**src/rtl/writeback_unit.sv**
```systemverilog
// Writeback stage: classifies retiring instructions into scalar/vector register-file writes
// and buffers them in a small FIFO so the register files can back-pressure the pipeline.
module writeback_unit #(
    parameter int LANES        = 4,
    parameter int LANE_W       = 16,
    parameter int SIDX_W       = 4,
    parameter int VIDX_W       = 6,
    parameter int DEPTH        = 4,
    parameter int OPCODE_WIDTH = 8
) (
    input  logic                      I_CLOCK,
    input  logic                      I_RESET,
    input  logic                      I_LOCK,
    input  logic                      I_Valid,
    output logic                      O_Ready,
    input  logic [OPCODE_WIDTH-1:0]   I_Opcode,
    input  logic [SIDX_W-1:0]         I_DestRegIdx,
    input  logic [VIDX_W-1:0]         I_DestRegIdxV,
    input  logic [$clog2(LANES)-1:0]  I_DestLane,
    input  logic [LANE_W-1:0]         I_ALUOut,
    input  logic [LANE_W-1:0]         I_MemOut,
    input  logic [LANES*LANE_W-1:0]   I_ALUOutV,
    input  logic                      I_FetchStall,
    input  logic                      I_DepStall,
    input  logic                      I_RFReady,
    output logic                      O_WriteBackEnable,
    output logic [SIDX_W-1:0]         O_WriteBackRegIdx,
    output logic [LANE_W-1:0]         O_WriteBackData,
    output logic                      O_WriteBackEnableV,
    output logic [VIDX_W-1:0]         O_WriteBackRegIdxV,
    output logic [LANES-1:0]          O_WriteBackLaneMaskV,
    output logic [LANES*LANE_W-1:0]   O_WriteBackDataV,
    output logic [OPCODE_WIDTH-1:0]   O_Opcode,
    output logic                      O_FetchStall,
    output logic                      O_DepStall,
    output logic [$clog2(DEPTH):0]    O_Count
);
    localparam int PW = $clog2(DEPTH);
    localparam int CW = PW + 1;
    localparam int VW = LANES * LANE_W;
    localparam logic [CW-1:0] FULL = CW'(DEPTH);

    localparam logic [OPCODE_WIDTH-1:0] OP_ADD_D     = OPCODE_WIDTH'(8'h01);
    localparam logic [OPCODE_WIDTH-1:0] OP_ADDI_D    = OPCODE_WIDTH'(8'h02);
    localparam logic [OPCODE_WIDTH-1:0] OP_AND_D     = OPCODE_WIDTH'(8'h03);
    localparam logic [OPCODE_WIDTH-1:0] OP_ANDI_D    = OPCODE_WIDTH'(8'h04);
    localparam logic [OPCODE_WIDTH-1:0] OP_MOV       = OPCODE_WIDTH'(8'h05);
    localparam logic [OPCODE_WIDTH-1:0] OP_MOVI_D    = OPCODE_WIDTH'(8'h06);
    localparam logic [OPCODE_WIDTH-1:0] OP_JSR       = OPCODE_WIDTH'(8'h07);
    localparam logic [OPCODE_WIDTH-1:0] OP_JSRR      = OPCODE_WIDTH'(8'h08);
    localparam logic [OPCODE_WIDTH-1:0] OP_LDW       = OPCODE_WIDTH'(8'h09);
    localparam logic [OPCODE_WIDTH-1:0] OP_VADD      = OPCODE_WIDTH'(8'h10);
    localparam logic [OPCODE_WIDTH-1:0] OP_VMOV      = OPCODE_WIDTH'(8'h11);
    localparam logic [OPCODE_WIDTH-1:0] OP_VCOMPMOV  = OPCODE_WIDTH'(8'h12);
    localparam logic [OPCODE_WIDTH-1:0] OP_VCOMPMOVI = OPCODE_WIDTH'(8'h13);

    logic [OPCODE_WIDTH-1:0] r_op    [DEPTH];
    logic                    r_sen   [DEPTH];
    logic [SIDX_W-1:0]       r_sidx  [DEPTH];
    logic [LANE_W-1:0]       r_sdata [DEPTH];
    logic                    r_ven   [DEPTH];
    logic [VIDX_W-1:0]       r_vidx  [DEPTH];
    logic [LANES-1:0]        r_vmask [DEPTH];
    logic [VW-1:0]           r_vdata [DEPTH];

    logic [PW-1:0] r_wr, r_rd;
    logic [CW-1:0] r_count;
    logic          r_fetch_stall_p1, r_dep_stall_p1;

    logic              w_sen, w_ven, w_space, w_accept, w_push, w_pop;
    logic [SIDX_W-1:0] w_sidx;
    logic [LANE_W-1:0] w_sdata;
    logic [VIDX_W-1:0] w_vidx;
    logic [LANES-1:0]  w_vmask;
    logic [VW-1:0]     w_vdata;

    // Decode the entry an accepted instruction would enqueue; unused fields stay zero
    always_comb begin
        w_sen   = 1'b0;
        w_sidx  = '0;
        w_sdata = '0;
        w_ven   = 1'b0;
        w_vidx  = '0;
        w_vmask = '0;
        w_vdata = '0;
        case (I_Opcode)
            OP_ADD_D, OP_ADDI_D, OP_AND_D, OP_ANDI_D,
            OP_MOV, OP_MOVI_D, OP_JSR, OP_JSRR: begin
                w_sen   = 1'b1;
                w_sidx  = I_DestRegIdx;
                w_sdata = I_ALUOut;
            end
            OP_LDW: begin
                w_sen   = 1'b1;
                w_sidx  = I_DestRegIdx;
                w_sdata = I_MemOut;
            end
            OP_VADD, OP_VMOV: begin
                w_ven   = 1'b1;
                w_vidx  = I_DestRegIdxV;
                w_vmask = '1;
                w_vdata = I_ALUOutV;
            end
            OP_VCOMPMOV, OP_VCOMPMOVI: begin
                w_sen   = 1'b1;
                w_sidx  = I_DestRegIdx;
                w_sdata = I_ALUOut;
                w_ven   = 1'b1;
                w_vidx  = I_DestRegIdxV;
                w_vmask = LANES'(1) << I_DestLane;
                w_vdata = {LANES{I_ALUOut}};
            end
            default: ;
        endcase
    end

    assign w_space  = (r_count < FULL);
    assign w_accept = I_LOCK & I_Valid & w_space & ~I_FetchStall & ~I_DepStall & ~I_RESET;
    assign w_push   = w_accept & (w_sen | w_ven);
    assign w_pop    = I_LOCK & I_RFReady & (r_count != '0) & ~I_RESET;

    always_ff @(posedge I_CLOCK) begin
        if (I_RESET) begin
            r_wr             <= '0;
            r_rd             <= '0;
            r_count          <= '0;
            r_fetch_stall_p1 <= 1'b0;
            r_dep_stall_p1   <= 1'b0;
        end else begin
            r_fetch_stall_p1 <= I_FetchStall;
            r_dep_stall_p1   <= I_DepStall;
            if (w_push) r_wr <= r_wr + PW'(1);
            if (w_pop)  r_rd <= r_rd + PW'(1);
            if (w_push && !w_pop)      r_count <= r_count + CW'(1);
            else if (!w_push && w_pop) r_count <= r_count - CW'(1);
        end
    end

    // Entry storage carries no reset: outputs are masked whenever nothing retires
    always_ff @(posedge I_CLOCK) begin
        if (w_push) begin
            r_op[r_wr]    <= I_Opcode;
            r_sen[r_wr]   <= w_sen;
            r_sidx[r_wr]  <= w_sidx;
            r_sdata[r_wr] <= w_sdata;
            r_ven[r_wr]   <= w_ven;
            r_vidx[r_wr]  <= w_vidx;
            r_vmask[r_wr] <= w_vmask;
            r_vdata[r_wr] <= w_vdata;
        end
    end

    assign O_Ready              = w_space & ~I_RESET;
    assign O_Count              = I_RESET ? '0 : r_count;
    assign O_FetchStall         = r_fetch_stall_p1 & ~I_RESET;
    assign O_DepStall           = r_dep_stall_p1 & ~I_RESET;
    assign O_Opcode             = w_pop ? r_op[r_rd]    : '0;
    assign O_WriteBackEnable    = w_pop & r_sen[r_rd];
    assign O_WriteBackRegIdx    = w_pop ? r_sidx[r_rd]  : '0;
    assign O_WriteBackData      = w_pop ? r_sdata[r_rd] : '0;
    assign O_WriteBackEnableV   = w_pop & r_ven[r_rd];
    assign O_WriteBackRegIdxV   = w_pop ? r_vidx[r_rd]  : '0;
    assign O_WriteBackLaneMaskV = w_pop ? r_vmask[r_rd] : '0;
    assign O_WriteBackDataV     = w_pop ? r_vdata[r_rd] : '0;
endmodule

```
**config.mk**
```make
export PLATFORM = sky130hd
export DESIGN_NAME = writeback_unit
export DESIGN_NICKNAME = d
export VERILOG_FILES = /design/src/rtl/writeback_unit.sv
export SDC_FILE = /design/constraint.sdc
export NUM_CORES = 1
export LEC_CHECK = 0
export ABC_AREA = 1
export CAP_MARGIN = 20
export CORE_ASPECT_RATIO = 1.25
export CORE_MARGIN = 4
export CORE_UTILIZATION = 23
export DETAILED_ROUTE_END_ITERATION = 12
export PLACE_DENSITY_LB_ADDON = 0.2
export REMOVE_ABC_BUFFERS = 1
export SLEW_MARGIN = 0
export SYNTH_ARGS = -nofsm -noshare
export SYNTH_HDL_FRONTEND = slang
export SYNTH_SLANG_ARGS = --single-unit
```
**constraint.sdc**
```tcl
create_clock -name I_CLOCK -period 6.5 [get_ports I_CLOCK]
set_clock_uncertainty 0.2 [all_clocks]
set_input_delay 1.3 -clock I_CLOCK [delete_from_list [all_inputs] [get_ports I_CLOCK]]
set_output_delay 1.3 -clock I_CLOCK [all_outputs]
set_load 0.05 [all_outputs]
```
Word level (Yosys, flattened, before mapping)
Memories as Yosys holds them, arrays and structs flattened. A register that Yosys moved wholly into a read port is not among the register bits.
Index checks and enable logic that the tools add are counted.
{ "op_classes": {"add_sub_neg": 4, "eq_ne": 13, "n_shift": 1, "n_lt_le_gt_ge": 1, "n_bitwise": 18, "n_reduce_logical": 11, "n_mux": 34} }
{ "ops": {"columns": ["operator", "n"], "rows": [
  ["64-bit case mux with 2 select lines", 1],
  ["64-bit 2-to-1 mux", 1],
  ["8-bit by 3-bit equality test with 1-bit output (second input constant)", 4],
  ["8-bit by 5-bit equality test with 1-bit output (second input constant)", 4],
  ["2-bit 2-to-1 mux", 16],
  ["16-bit case mux with 2 select lines", 1],
  ["8-bit by 2-bit equality test with 1-bit output (second input constant)", 2],
  ["8-bit by 4-bit equality test with 1-bit output (second input constant)", 2],
  ["16-bit 2-to-1 mux", 1],
  ["1-bit bitwise AND", 14],
  ["4-bit 2-to-1 mux", 3],
  ["6-bit 2-to-1 mux", 2],
  ["11-bit OR reduction", 1],
  ["10-bit OR reduction", 1],
  ["3-bit 2-to-1 mux", 3],
  ["8-bit by 1-bit equality test with 1-bit output (second input constant)", 1],
  ["8-bit 2-to-1 mux", 1],
  ["4-bit case mux with 2 select lines", 1],
  ["2-bit by 1-bit adder with 2-bit output (second input constant)", 2],
  ["1-bit 2-to-1 mux", 4],
  ["2-bit OR reduction", 2],
  ["4-bit OR reduction", 1],
  ["1-bit by 2-bit left shift with 4-bit output (first input constant)", 1],
  ["3-bit by 1-bit adder with 3-bit output (second input constant)", 1],
  ["8 further kinds", 12]
]} }
{ "totals": {"memories": 8, "out_inout_bits": 110, "wordCells": 95, "regBits": 9, "mem_bits_rw": 416} }
{ "mem_list": {"columns": ["name", "words", "width", "read_ports", "rd_clocked_by_memory_dff", "wr", "line_no", "text"], "rows": [
  ["r_vdata", 4, 64, 1, 1, 1, "64", "logic [VW-1:0] r_vdata [DEPTH];"],
  ["r_sdata", 4, 16, 1, 1, 1, "60", "logic [LANE_W-1:0] r_sdata [DEPTH];"],
  ["r_op", 4, 8, 1, 1, 1, "57", "logic [OPCODE_WIDTH-1:0] r_op [DEPTH];"],
  ["r_vidx", 4, 6, 1, 1, 1, "62", "logic [VIDX_W-1:0] r_vidx [DEPTH];"],
  ["r_sidx", 4, 4, 1, 1, 1, "59", "logic [SIDX_W-1:0] r_sidx [DEPTH];"],
  ["r_vmask", 4, 4, 1, 1, 1, "63", "logic [LANES-1:0] r_vmask [DEPTH];"],
  ["2 more memories", null, null, null, null, null, null, null]
]} }

Longest topological paths before layout
{ "logic_depth": {"ltp_word": 10, "depth_mapped": 14, "mapped_depth_nobuf": 14} }

Worst setup path after synthesis
OpenSTA, ideal clock, no wires.
{ "synth_path": {"path_type": "input to register", "startpoint": "input port I_RESET", "endpoint": "memory r_op[0][0], enable pin", "t_required_ns": 5.732, "path_slack_ns": -0.592, "path_stages": 6, "t_arrival_ns": 6.324, "cell_sequence": "buf_2 > inv_2 > nand2_1 > nor2_1 > nand2_2 > nor2_1"} }
{ "synth_via": {"elab_chain_cells": 5} }
{ "synth_lines": {"columns": ["item", "line_no", "text"], "rows": [
  ["from (decl)", "12", "input logic I_RESET,"],
  ["1-bit inverter", "118", "assign w_accept = I_LOCK & I_Valid & w_space & ~I_FetchStall & ~I_DepStall & ~I_RESET;"],
  ["1-bit bitwise AND", "118", null],
  ["1-bit bitwise AND", "119", "assign w_push = w_accept & (w_sen | w_ven);"],
  ["1-bit 2-to-1 mux", "141", "if (w_push) begin"],
  ["1-bit 2-to-1 mux (not written as such)", "142", "r_op[r_wr] <= I_Opcode;"],
  ["to (decl)", "57", null]
]} }
Every way passes these cells.

Worst setup path in the final report
{ "layout_path": {"startpoint": "input port I_RESET", "endpoint": "output port O_WriteBackDataV[63]"} }
{ "layout_via": {"elab_chain_cells": 3} }
{ "layout_lines": {"columns": ["item", "line_no", "text"], "rows": [
  ["1-bit inverter", "120", "assign w_pop = I_LOCK & I_RFReady & (r_count != '0) & ~I_RESET;"],
  ["1-bit bitwise AND", "120", null],
  ["64-bit 2-to-1 mux", "164", "assign O_WriteBackDataV = w_pop ? r_vdata[r_rd] : '0;"],
  ["to (decl)", "32", "output logic [LANES*LANE_W-1:0] O_WriteBackDataV,"]
]} }
Every way passes these cells.

==> flow_summary.json <==
{
  "status": "finished, final reports clean",
  "worst_path_largest_cell_delay_ns": 0.73,
  "crit_required_ns": 5.00,
  "htree_levels": 2,
  "hpwlAfterDp_um": 33000,
  "multi_input_area_sq_mm": 0.00450,
  "worst_path_max_delay_cell": "clkdlybuf4s50_1",
  "ys_types": 30,
  "finalCriticalPeriod_ns": 5.58,
  "cts_buffer_depth": 3,
  "grt-ovfl-total": 0,
  "start_util": 0.231,
  "seqPwrFrac": 0.515,
  "io_pins": 233,
  "chipHeight_um": 320,
  "p_per_area_mw_per_mm2": 254,
  "nets": 1905,
  "wirelength_um": 56000,
  "p_clk_frac": 0.460,
  "synth.cell_area_sq_mm": 0.0179,
  "synth_top_area_share": 0.700,
  "post_cts_resized": 0,
  "relSlewSlack": 0.337,
  "final_hold_viol_count": 0,
  "crit_path_start": "I_RESET",
  "synth_area_leaders": "edfxtp_1 (70%), nor2_1 (9.2%), o21ai_0 (4.8%)",
  "antenna_left": 0,
  "synthArstFlopShare": 0,
  "core_area_sq_mm": 0.0772,
  "die_area_sq_mm": 0.0822,
  "io_buffers": 232,
  "clk_pin_slew_ns": 0.06,
  "regArea_sq_mm": 0.0127,
  "crit_path_end_kind": "output port",
  "startpoint_type": "input port",
  "path_max_fanout": 43,
  "synthFlopType": "edfxtp_1",
  "worst_slew_pin_slew_ns": 0.995,
  "p_leak_nw": 8.32,
  "cts_inserted_buffers": 47,
  "switching_power_mw": 1.15,
  "gp_congestion": 0.716,
  "grt_max_degree": 103,
  "design_area_sq_mm": 0.0228,
  "crit_top_cell": "clkdlybuf4s50_1",
  "tritoncts": "done",
  "total_power_mw": 5.80,
  "root_buffer": "clkbuf_16",
  "holdCritStartpoint": "r_rd[0]",
  "synth_area_leader_cell": "edfxtp_1",
  "syn_to_final_growth_pct": 27.9,
  "critical_path_class": "in -> out",
  "clock_latency_ns": 0.57,
  "fmax_mhz": 179,
  "remaining_drc_errors": 0,
  "fill_cells": 7949,
  "cts_sinks": 427,
  "p_comb_frac": 0.025,
  "grt_pass1_wl_um": 82400,
  "critPathArrivalTime_ns": 4.08,
  "wl_per_cell_um": 19.6,
  "switching_share": 0.198,
  "drive_above_1_share": 0.0634,
  "rsz0062_at_grt": "false",
  "core.rowCount": 114,
  "yosysWarningCount": 0,
  "die_w_um": 257,
  "hp-class": "reg -> reg",
  "antenna_found_initial": 1,
  "max-cap-violations": 0,
  "vias_per_cell": 4.32,
  "cts_hold_buf": 0,
  "track_usage": 0.132,
  "internal-power_mw": 4.65,
  "syn_inst": 1572,
  "ys_ff_latch": 427,
  "place_area_sq_mm": 0.0213,
  "cp_cell_sequence": "clkdlybuf4s50_1 -> inv_2 -> nand2_4 -> buf_4 -> a21oi_1 -> clkdlybuf4s50_1",
  "synth-seq-area-share": 0.712,
  "grt_pass1_vias": 12800,
  "drtIter0Drc": 714,
  "slew_viol_final": 0,
  "synth_edf_count": 416,
  "vdd_drop_max_uv": 151,
  "cts_setup_buffers": 0,
  "setup_violations": 0,
  "r2r_slack_ns": 3.82,
  "r2r-start": "r_count[2]",
  "syn_area_per_cell_sq_um": 11.4,
  "fin_crit_sh": 0.859,
  "vias": 12400,
  "firstDrtPassIters": 5
}
[layout by cell type, fill, tap and decap left out, types with 5 or more instances in the layout]
cell	instances
a21oi_1	114
buf_12	9
buf_4	13
bufinv_16	6
clkbuf_1	10
clkbuf_16	48
clkdlybuf4s50_1	232
clkinv_1	12
clkinv_2	8
dfxtp_1	9
edfxtp_1	416
ha_1	5
inv_1	34
inv_2	6
nand2_1	131
nand3_1	83
nor2_1	434
nor2_4	7
o21ai_0	172
o21ai_1	40
[critical path: cells and delay by family]
kind            cells  cell delay (ns)
compound gates      1             0.10
buf+inv             4             2.14
simple gates        1             0.50
[cell type report]
cell class / count / share of cell area
inverter: 42 / 0.00723
multi-input combinational: 1004 / 0.197
timing repair buffer: 254 / 0.114
clock inverter: 29 / 0.0130
antenna: 2 / 0.000219
sequential: 427 / 0.557
clock buffer: 58 / 0.0542
tap: 1044 / 0.0572
[cells by family (layout without fill, tap and decap cells)]
| kind of cell | Yosys count | after routing | share of synthesized area |
|---|---|---|---|
| simple gates | 668 | 668 | 0.152 |
| flops | 427 | 427 | 0.712 |
| compound gates | 328 | 328 | 0.0922 |
| buf+inv | 141 | 383 | 0.0380 |
| fa+ha+maj | 6 | 6 | 0.00462 |
| xor+xnor | 2 | 2 | 0.000981 |
| other cells | 0 | 2 | 0 |
[per-stage QoR]
stage	setup TNS (ns)	hold WS, ns	setup WS (ns)	utilization	instances
after global routing	0	0.310	0.670	0.296	2858
after CTS	0	0.293	0.784	0.296	2858
after global placement	0	0.283	0.885	0.276	2771
after floorplan	-728.98	0.254	-1.99	-	1473
after detailed placement	0	0.280	0.804	0.276	2771
final	0	0.290	0.915	0.296	2860
[sequential cells by signal, indices dropped and copies added, names as in the netlist, named ones only]
name,cells
r_vidx,24
r_op,32
r_fetch_stall_p1,1
r_vmask,16
r_sdata,64
r_sidx,16
r_sen,4
r_wr,2
r_dep_stall_p1,1
r_vdata,256
r_rd,2
r_ven,4
r_count,3
[power groups by stage]
| stage | registers [mW] | clock network (mW) | logic (mW) |
|---|---|---|---|
| after floorplan | 3.04 | 0 | 0.0345 |
| after global placement | 3.04 | 0 | 0.147 |
| after detailed placement | 3.04 | 0 | 0.147 |
| after CTS | 2.98 | 2.76 | 0.148 |
| after global routing | 2.98 | 2.87 | 0.156 |
| final | 2.98 | 2.67 | 0.145 |
[Yosys cell counts, types with 2 or more instances]
master	count
a21oi_1	114
buf_1	5
buf_2	32
buf_4	21
buf_6	4
clkbuf_1	36
dfxtp_1	11
edfxtp_1	416
ha_1	5
inv_1	34
inv_2	8
nand2_1	131
nand2_2	3
nand3_1	83
nand4_4	2
nor2_1	438
nor2_2	2
nor2_4	3
o21ai_0	172
o21ai_1	40
o31ai_1	2
xor2_1	2
[metal layers]
layer	vias to the layer above	track usage	share of wire
met1	6125	0.166	0.43
li1	5911	-	-
met4	0	0.0297	0.017
met5	-	0	0
met3	54	0.0262	0.048
met2	270	0.235	0.50
[path summary, 6_finish.rpt]
check / to / depth (start not counted)
max: O_WriteBackDataV[63] / 6
min reg2reg: r_rd[0] / 1
min: r_rd[0] / 1
max reg2reg: r_vdata[0][35] / 6
No activity file was read; power rests on OpenSTA's default activity.
